## src/rtl/i2s_serializer.sv

```systemverilog
// I2S / left-justified stereo serializer with a one-sample holding register.
// Outputs are registered from next-state values so they line up with the counters they describe.
module i2s_serializer #(
    parameter int DATA_W   = 24,
    parameter int SLOT_W   = 32,
    parameter int BCLK_DIV = 4,
    parameter int MODE     = 0
) (
    input  logic              clk_12M,
    input  logic              rst,
    input  logic              enable,
    input  logic              in_valid,
    output logic              in_ready,
    input  logic [DATA_W-1:0] data_left,
    input  logic [DATA_W-1:0] data_right,
    output logic              data_serial,
    output logic              bclk,
    output logic              lrclk,
    output logic              clk_fsample,
    output logic              underrun
);

    localparam int DIV_W = $clog2(BCLK_DIV);
    localparam int B_W   = $clog2(2 * SLOT_W);

    localparam logic [DIV_W-1:0] DIV_LAST = DIV_W'(BCLK_DIV - 1);
    localparam logic [DIV_W-1:0] DIV_HALF = DIV_W'(BCLK_DIV / 2);
    localparam logic [B_W-1:0]   B_LAST   = B_W'(2 * SLOT_W - 1);
    localparam logic [B_W-1:0]   SLOT_B   = B_W'(SLOT_W);
    localparam logic [B_W-1:0]   DATA_B   = B_W'(DATA_W);

    if (SLOT_W < DATA_W + ((MODE == 0) ? 1 : 0)) begin : g_bad_slot
        $error("i2s_serializer: SLOT_W too small for DATA_W and MODE");
    end
    if ((BCLK_DIV < 2) || (BCLK_DIV % 2 != 0)) begin : g_bad_div
        $error("i2s_serializer: BCLK_DIV must be even and at least 2");
    end

    typedef enum logic {IDLE, RUN} state_t;

    state_t             state, state_nx;
    logic [DIV_W-1:0]   div_cnt, div_nx;
    logic [B_W-1:0]     b, b_nx;
    logic [DATA_W-1:0]  hold_l, hold_r, hold_l_nx, hold_r_nx;
    logic [DATA_W-1:0]  frame_l, frame_r, frame_l_nx, frame_r_nx;
    logic               hold_full, hold_full_nx;
    logic               start_nx, underrun_nx, bit_nx, xfer;
    logic [B_W-1:0]     pos, p;
    logic [DATA_W-1:0]  word_sh;

    // Frame sequencing: IDLE starts a frame immediately; a frame wrap only restarts if enable is still high.
    always_comb begin
        state_nx = state;
        div_nx   = div_cnt;
        b_nx     = b;
        start_nx = 1'b0;
        case (state)
            IDLE: begin
                div_nx = '0;
                b_nx   = '0;
                if (enable) begin
                    state_nx = RUN;
                    start_nx = 1'b1;
                end
            end
            RUN: begin
                if (div_cnt == DIV_LAST) begin
                    div_nx = '0;
                    if (b == B_LAST) begin
                        b_nx = '0;
                        if (enable) start_nx = 1'b1;
                        else        state_nx = IDLE;
                    end else begin
                        b_nx = b + B_W'(1);
                    end
                end else begin
                    div_nx = div_cnt + DIV_W'(1);
                end
            end
            default: state_nx = IDLE;
        endcase
    end

    // The frame load consumes the old holding contents first, so a simultaneous transfer is kept for the next frame.
    always_comb begin
        xfer         = in_valid && in_ready;
        hold_l_nx    = hold_l;
        hold_r_nx    = hold_r;
        hold_full_nx = hold_full;
        frame_l_nx   = frame_l;
        frame_r_nx   = frame_r;
        underrun_nx  = 1'b0;
        if (start_nx) begin
            frame_l_nx   = hold_full ? hold_l : '0;
            frame_r_nx   = hold_full ? hold_r : '0;
            underrun_nx  = !hold_full;
            hold_full_nx = 1'b0;
        end
        if (xfer) begin
            hold_l_nx    = data_left;
            hold_r_nx    = data_right;
            hold_full_nx = 1'b1;
        end

        if (MODE == 0) pos = (b_nx == '0) ? B_LAST : b_nx - B_W'(1);
        else           pos = b_nx;
        p       = (pos >= SLOT_B) ? pos - SLOT_B : pos;
        word_sh = ((b_nx >= SLOT_B) ? frame_r_nx : frame_l_nx) << p;
        bit_nx  = 1'b0;
        if ((state_nx == RUN) && (p < DATA_B)) bit_nx = word_sh[DATA_W-1];
    end

    always_ff @(posedge clk_12M) begin
        if (rst) begin
            state       <= IDLE;
            div_cnt     <= '0;
            b           <= '0;
            hold_l      <= '0;
            hold_r      <= '0;
            hold_full   <= 1'b0;
            frame_l     <= '0;
            frame_r     <= '0;
            in_ready    <= 1'b1;
            data_serial <= 1'b0;
            bclk        <= 1'b0;
            lrclk       <= 1'b0;
            clk_fsample <= 1'b0;
            underrun    <= 1'b0;
        end else begin
            state       <= state_nx;
            div_cnt     <= div_nx;
            b           <= b_nx;
            hold_l      <= hold_l_nx;
            hold_r      <= hold_r_nx;
            hold_full   <= hold_full_nx;
            frame_l     <= frame_l_nx;
            frame_r     <= frame_r_nx;
            in_ready    <= !hold_full_nx;
            data_serial <= bit_nx;
            bclk        <= (state_nx == RUN) && (div_nx >= DIV_HALF);
            lrclk       <= (b_nx >= SLOT_B);
            clk_fsample <= start_nx;
            underrun    <= underrun_nx;
        end
    end

endmodule

```

## config.mk

```make
export PLATFORM = sky130hd
export DESIGN_NAME = i2s_serializer
export DESIGN_NICKNAME = d
export VERILOG_FILES = /design/src/rtl/i2s_serializer.sv
export SDC_FILE = /design/constraint.sdc
export NUM_CORES = 1
export LEC_CHECK = 0
export BUFFER_PORTS_ARGS = -buffer_cell sky130_fd_sc_hd__buf_2
export CAP_MARGIN = 10
export CORE_ASPECT_RATIO = 0.7
export CORE_MARGIN = 4
export CORE_UTILIZATION = 35
export DETAILED_ROUTE_END_ITERATION = 8
export PLACE_DENSITY = 0.55
export SYNTH_ARGS = -nofsm -noshare
export SYNTH_HDL_FRONTEND = slang
export SYNTH_SLANG_ARGS = --single-unit
```

## constraint.sdc

```tcl
create_clock -name clk_12M -period 10.3 [get_ports clk_12M]
set_input_delay 2.06 -clock clk_12M [delete_from_list [all_inputs] [get_ports clk_12M]]
set_output_delay 2.06 -clock clk_12M [all_outputs]
set_load 0.02 [all_outputs]
```

==> flow_summary.ini, run 1 <==
[clock_network]
cts_tree = done
number_of_buffers_inserted_during_clock_tree_synthesis = 9
htree_num_levels = 3
cts-resized-gates = 0
worstSkewPairLatency_ns = 0.35
cts-hold-fix-buffers = 0
cts.sinks = 112
postCtsSetupRepairBufs = 0
clk_path_buf_depth = 2
clk_pin_slew_ns = 0.07
cts.root.buffer_cell = sky130_fd_sc_hd__clkbuf_16

[sta]
worst_max_slew_margin_expressed_relative_to_the_limit_pct = 24.98
final_hold_viol_count = 0
slew_violations = 0
period_minus_slack_ns = 4.024
fin_worst_skew_ns = 0.005673
fin_crit_sh_pct = 39.07
setup_viol = 0
rsz0062_at_grt = false
worstMarginPinSlew_ns = 1.125
maxClockFrequency_ghz = 0.2485
setup_total_negative_slack_ns = 0

[cells_and_area]
final_cells = 818
final_net_count = 684
fraction_of_final_layout_cells_sized_beyond_drive_strength_1_pct = 14.53
antennaDiodeCount = 0
fillers = 1413
synthToLayoutAreaGrowth_pct = 14.05

[setup_path]
setup.worst_path.start = enable
worstSetupEndpointType = register
crit_required_ns = 10.53
worst-endpoint-arrival_ns = 4.25
setup.worst_path.start_class = primary input
worst-setup-path-type = in -> reg
critical_path_peak_fanout = 47
r2r-start = div_cnt[0]

[yosys]
synth.area.mux_share_pct = 2.206
syn_area_per_cell_um2 = 7.939
synth-seq-area-share_pct = 47.07
post_synth_fa_ha_maj_area_fraction_pct = 1.051
fraction_of_the_mapped_netlist_area_in_compound_gates_pct = 18.99
synth.distinct_cells = 54
synth_top_family_by_area = simple AND/OR/NAND/NOR gates
synth_xor_xnor_area_share_pct = 1.287
post_synth_inst_count = 600
synth_top_flop_cell = sky130_fd_sc_hd__dfxtp_1
post_synth_and_or_nand_nor_area_fraction_pct = 24.72
synth-async-reset-ratio_pct = 0
synth_area_leader_cell = sky130_fd_sc_hd__dfxtp_1
synth.top_cells.by_area = sky130_fd_sc_hd__dfxtp_1 (47%), sky130_fd_sc_hd__nand2_1 (11%), sky130_fd_sc_hd__a21oi_1 (11%)
postSynthRegisterBits = 112
synth_area_um2 = 4763
yosys_warnings = 0
synth_enable_flop_cells = 0
synth_largest_type_area_fraction_pct = 47.07
synthesized_netlist_net_count = 656

[floorplan]
design.die.area_um2 = 15570
die_h_um = 105.6
design.portCount = 58
core.rowCount = 35
coreArea_um2 = 13230
die_width_um = 147.4
floorplan.initialDensity_pct = 36.02

[route]
vias_per_cell = 5.145
drt_wl_total_um = 12060
drt_iter0_markers = 321
post_drt_wl_per_cell_um = 14.74
via_count = 4209
drc = 0
dr.pass1.iters = 4
route.antenna.remaining_nets = 0

[grt]
grt_use_total_pct = 15.86
grt_antenna_before_repair = 0
number_of_global_route_vias_before_repair = 3988
grt_pass1_wl_um = 20140
overflow = 0
grt_max_degree = 108

[min_path]
hold_path_startpoint = div_cnt[0]
hp-class = reg -> reg

[power_and_ir_drop]
power_density_nw_per_um2 = 158.1
power.ir.vdd_worst_uv = 77.55
fin_total_pwr_uw = 858.8
power.static_leakage_uw = 0.002131

[status]
outcome = complete, no violations

[place]
gpl.final_weighted_congestion = 0.9025
dp_hpwl_um = 8098
dpl.cell_count = 802
portBuffers = 57

[flow_run]
number_of_violations_of_the_max_capacitance_limit = 0
state kept, by name, summed over array words and instances, names as in the netlist:
| signal | flops |
|---|---|
| hold_full | 1 |
| hold_l | 24 |
| in_ready | 1 |
| div_cnt | 2 |
| b | 6 |
| bclk | 1 |
| frame_r | 24 |
| hold_r | 24 |
| data_serial | 1 |
| frame_l | 24 |
| underrun | 1 |
| lrclk | 1 |
| clk_fsample | 1 |
| state | 1 |
logic make-up after synthesis:
logic type,Yosys count
AND/OR/NAND/NOR,259
AO/OA/AOI/OAI,155
buffers and inverters,54
XOR/XNOR,7
adder cells (fa/ha/maj),4
flip-flops,112
multiplexers,9
layout make-up:
cell class              instances  area [µm²]  share of cell area (%)
multi-input cells             434        2302                   42.38
flip-flops and latches        112        2242                   41.27
repair buffers                 64       340.3                   6.264
clock buffers                  10       239.0                   4.399
well taps                     185       231.5                   4.261
clock inverters                 6       51.30                  0.9443
inverters                       7       26.28                  0.4836
metal layers:
metal	GRT usage [%]	part of all wire (%)
met1	24.43	54
met2	22.21	41
met3	3.567	4.0
met4	3.790	0.87
met5	0	0
final timing paths:
kind | end | slack (ns) | depth (start not counted)
hold / removal | div_cnt[0] | 0.43 | 1
hold reg to reg | div_cnt[0] | 0.43 | 1
setup reg to reg | data_serial | 6.68 | 11
setup / recovery | data_serial | 6.28 | 10
stage by stage:
step	hold slack (ns)	area, µm²	utilization, %	worst slack [ns]
finish	0.4301	5433	41.08	6.276
CTS	0.4329	5433	41.08	6.318
floorplan	0.4043	4763	-	6.299
global placement	0.4140	5142	38.88	5.954
detailed placement	0.4171	5142	38.88	5.944
global route	0.4408	5433	41.08	6.041
synth_stat cells (6+ instances only):
master                     count
sky130_fd_sc_hd__a211oi_1      8
sky130_fd_sc_hd__a21oi_1     103
sky130_fd_sc_hd__and3_1       17
sky130_fd_sc_hd__buf_1         7
sky130_fd_sc_hd__buf_2         7
sky130_fd_sc_hd__clkbuf_1     31
sky130_fd_sc_hd__dfxtp_1     112
sky130_fd_sc_hd__inv_1         7
sky130_fd_sc_hd__mux2i_1       6
sky130_fd_sc_hd__nand2_1     140
sky130_fd_sc_hd__nand3_1      33
sky130_fd_sc_hd__nor2_1       33
sky130_fd_sc_hd__nor3_1        8
sky130_fd_sc_hd__o211ai_1      6
sky130_fd_sc_hd__o21ai_0      10
worst max-delay path, cell delays in order:
cell	delay, ns
sky130_fd_sc_hd__buf_2	0.10
sky130_fd_sc_hd__nand3_1	0.13
sky130_fd_sc_hd__o21ai_2	0.14
sky130_fd_sc_hd__buf_4	0.43
sky130_fd_sc_hd__mux2i_1	0.28
sky130_fd_sc_hd__a21oi_1	0.09
sky130_fd_sc_hd__a211o_1	0.30
sky130_fd_sc_hd__a21oi_1	0.12
sky130_fd_sc_hd__nor4bb_1	0.07
sky130_fd_sc_hd__or4_1	0.50
cell usage in the layout, fill, tap and decap left out, types with 3 or more instances in the layout:
| cell type | n |
|---|---|
| sky130_fd_sc_hd__a21oi_1 | 103 |
| sky130_fd_sc_hd__clkbuf_16 | 9 |
| sky130_fd_sc_hd__and3_1 | 17 |
| sky130_fd_sc_hd__nor2_1 | 33 |
| sky130_fd_sc_hd__nand3_1 | 33 |
| sky130_fd_sc_hd__o21ai_0 | 9 |
| sky130_fd_sc_hd__nand2b_1 | 3 |
| sky130_fd_sc_hd__nor4_1 | 4 |
| sky130_fd_sc_hd__xor2_1 | 3 |
| sky130_fd_sc_hd__mux2i_1 | 6 |
| sky130_fd_sc_hd__nand2_1 | 140 |
| sky130_fd_sc_hd__a211oi_1 | 8 |
| sky130_fd_sc_hd__inv_1 | 7 |
| sky130_fd_sc_hd__nor3_1 | 8 |
| sky130_fd_sc_hd__and2_1 | 3 |
| sky130_fd_sc_hd__buf_2 | 56 |
| sky130_fd_sc_hd__o211ai_1 | 6 |
| sky130_fd_sc_hd__ha_1 | 4 |
| sky130_fd_sc_hd__a31oi_1 | 5 |
| sky130_fd_sc_hd__xnor2_1 | 4 |
| sky130_fd_sc_hd__a311oi_1 | 5 |
| sky130_fd_sc_hd__dfxtp_1 | 112 |
| sky130_fd_sc_hd__buf_4 | 8 |
| sky130_fd_sc_hd__o31ai_1 | 3 |
where the power goes:
part / internal (µW) / switching, µW
Sequential: 448 / 8.37
Combinational: 21.3 / 43.8
Clock: 174 / 163
Total: 643 / 216
(Power assumes the default switching activity.)
==> run 2: changes to the inputs <==
--- a/config.mk
+++ b/config.mk
@@ -11,7 +11,7 @@
 export CORE_MARGIN = 4
 export CORE_UTILIZATION = 35
 export DETAILED_ROUTE_END_ITERATION = 8
-export PLACE_DENSITY = 0.55
+export PLACE_DENSITY = 0.57
 export SYNTH_ARGS = -nofsm -noshare
 export SYNTH_HDL_FRONTEND = slang
 export SYNTH_SLANG_ARGS = --single-unit
==> constraint.sdc (replaced) <==
create_clock -name clk_12M -period 3.7 [get_ports clk_12M]
set_input_delay 0.74 -clock clk_12M [delete_from_list [all_inputs] [get_ports clk_12M]]
set_output_delay 0.74 -clock clk_12M [all_outputs]
set_load 0.02 [all_outputs]
==> flow_summary.ini, run 2 (synthesis gave the netlist of run 1 again) <==
[route]
vias_per_cell = 5.107
via_count = 4213
drc = 0
route.antenna.remaining_nets = 0
drt_wl_total_um = 12460
dr.pass1.iters = 5
drt_iter0_markers = 254
post_drt_wl_per_cell_um = 15.10

[sta]
setup_total_negative_slack_ns = 0
maxClockFrequency_ghz = 0.3014
fin_crit_sh_pct = 89.66
fin_worst_skew_ns = 0.01439
worstMarginPinSlew_ns = 0.7572
rsz0062_at_grt = false
final.hold.worst_slack_ns = 0.4372
final_hold_viol_count = 0
slew_violations = 0
worst_max_slew_margin_expressed_relative_to_the_limit_pct = 49.52
setup_viol = 0
period_minus_slack_ns = 3.317

[setup_path]
critical_path_peak_fanout = 10
crit_required_ns = 3.91
timing.critical_path.slowest_stage_cell = sky130_fd_sc_hd__or4_1
max_stage_delay_ns = 0.54
critical_path_buffer_and_inverter_count = 1
setup.worst_path.start_class = register
crit_chain = ha_1 > nand4_4 > o211ai_1 > buf_4 > ha_1 > xor2_1 > a311oi_1 > or4_4 > o211ai_2 > nor4bb_1 > or4_1
r2r_setup_slack_ns = 0.38
r2r-end = data_serial
worstSetupEndpointType = register
worst-setup-path-type = reg -> reg
r2r-start = div_cnt[0]
worst-endpoint-arrival_ns = 3.53
r2r_cells = 11
cell_family_with_the_largest_share_of_critical_path_delay = simple AND/OR/NAND/NOR gates
critPathMostFrequentCell = sky130_fd_sc_hd__ha_1

[floorplan]
core.rowCount = 35
die_width_um = 147.4
coreArea_um2 = 13230
design.die.area_um2 = 15570
design.portCount = 58
die_h_um = 105.6
floorplan.initialDensity_pct = 36.02

[clock_network]
postCtsSetupRepairBufs = 0
cts.root.buffer_cell = sky130_fd_sc_hd__clkbuf_16
cts-hold-fix-buffers = 0
htree_num_levels = 3
number_of_buffers_inserted_during_clock_tree_synthesis = 9
clk_path_buf_depth = 2
clk_pin_slew_ns = 0.08
cts.sinks = 112
cts-resized-gates = 0
worstSkewPairLatency_ns = 0.35
cts_tree = done

[grt]
grt_max_degree = 75
grt_use_total_pct = 16.10
grt_antenna_before_repair = 0
number_of_global_route_vias_before_repair = 3928
grt_pass1_wl_um = 20640
overflow = 0

[place]
dp_hpwl_um = 8797
gpl.final_weighted_congestion = 0.8947
portBuffers = 57

[power_and_ir_drop]
power_density_nw_per_um2 = 435.9
power.static_leakage_uw = 0.002173
power_switching_uw = 616.8
power.ir.vdd_worst_uv = 209.4
p_int_uw = 1786
seq_power_share_pct = 53.0
power_switching_share_pct = 25.67
clock_power_share_pct = 39.3
p_comb_share_pct = 7.7

[min_path]
hold_path_startpoint = div_cnt[0]
hp-class = reg -> reg
min_path_cells = 1
holdPathEnd = div_cnt[0]

[status]
outcome = complete, no violations

[flow_run]
number_of_violations_of_the_max_capacitance_limit = 0

[cells_and_area]
layout_common_cells = sky130_fd_sc_hd__nand2_1 (140), sky130_fd_sc_hd__dfxtp_1 (112), sky130_fd_sc_hd__a21oi_1 (103)
antennaDiodeCount = 0
layout.cells.most_common = sky130_fd_sc_hd__nand2_1
synthToLayoutAreaGrowth_pct = 15.73
fraction_of_final_layout_cells_sized_beyond_drive_strength_1_pct = 15.31
final_net_count = 691
[run 2: cell count changes in the layout (fill, tap and decap cells not counted), sizes merged]
cell and change:
buf +7, clkinv +1, clkinvlp -1
[run 2: routing by layer]
| metal | GRT usage, % | vias to the layer above | share of wire, % | wire length (µm) |
|---|---|---|---|---|
| li1 | - | 2142 | - | - |
| met1 | 26.00 | 1991 | 55 | 6907 |
| met2 | 21.85 | 75 | 40 | 4948 |
| met3 | 3.524 | 5 | 4.4 | 551 |
| met4 | 2.394 | 0 | 0.39 | 48 |
| met5 | 0 | - | 0 | 0 |
[run 2: area by class of cell]
type                       count  area, µm²
multi-input combinational    434       2302
clock buffer                  10      229.0
tap                          185      231.5
fill                        1434       7712
timing repair buffer          71      417.9
sequential                   112       2242
inverter                       7      26.28
clock inverter                 6      63.81
[run 2: worst max path at each step]
stage	from	end	slack [ns]	cells after the start
after global placement	div_cnt[0]	data_serial	0.30	10
final	div_cnt[0]	data_serial	0.38	11
after global routing	div_cnt[0]	data_serial	0.07	11
after detailed placement	div_cnt[0]	data_serial	0.24	10
after CTS	div_cnt[0]	data_serial	0.19	10
after floorplan	div_cnt[0]	data_serial	0.40	14
[run 2: power by group through the flow]
stage	clock (µW)	combinational [µW]	sequential, µW
5_1_grt	1020	211	1280
4_1_cts	971	189	1270
3_5_place_dp	0	188	1300
3_3_place_gp	0	186	1300
2_1_floorplan	0	122	1290
6_report	945	185	1270
[run 2: metrics by stage]
step	util [%]	instance area [µm²]	setup WS [ns]	total power (µW)	std cells
4_1_cts	41.57	5498	0.1923	2432	823
6_report	41.68	5513	0.3825	2403	825
5_1_grt	41.68	5513	0.06964	2507	825
3_5_place_dp	39.36	5205	0.2362	1489	807
2_1_floorplan	-	4763	0.4000	1413	600
3_3_place_gp	39.36	5205	0.3019	1485	807
[run 2: worst register-to-register path, stage by stage, from the launching register on]
cell and delay [ns]:
sky130_fd_sc_hd__dfxtp_1 0.34, sky130_fd_sc_hd__ha_1 0.41, sky130_fd_sc_hd__nand4_4 0.19, sky130_fd_sc_hd__o211ai_1 0.21, sky130_fd_sc_hd__buf_4 0.17, sky130_fd_sc_hd__ha_1 0.25, sky130_fd_sc_hd__xor2_1 0.33, sky130_fd_sc_hd__a311oi_1 0.10
sky130_fd_sc_hd__or4_4 0.49, sky130_fd_sc_hd__o211ai_2 0.08, sky130_fd_sc_hd__nor4bb_1 0.07, sky130_fd_sc_hd__or4_1 0.54
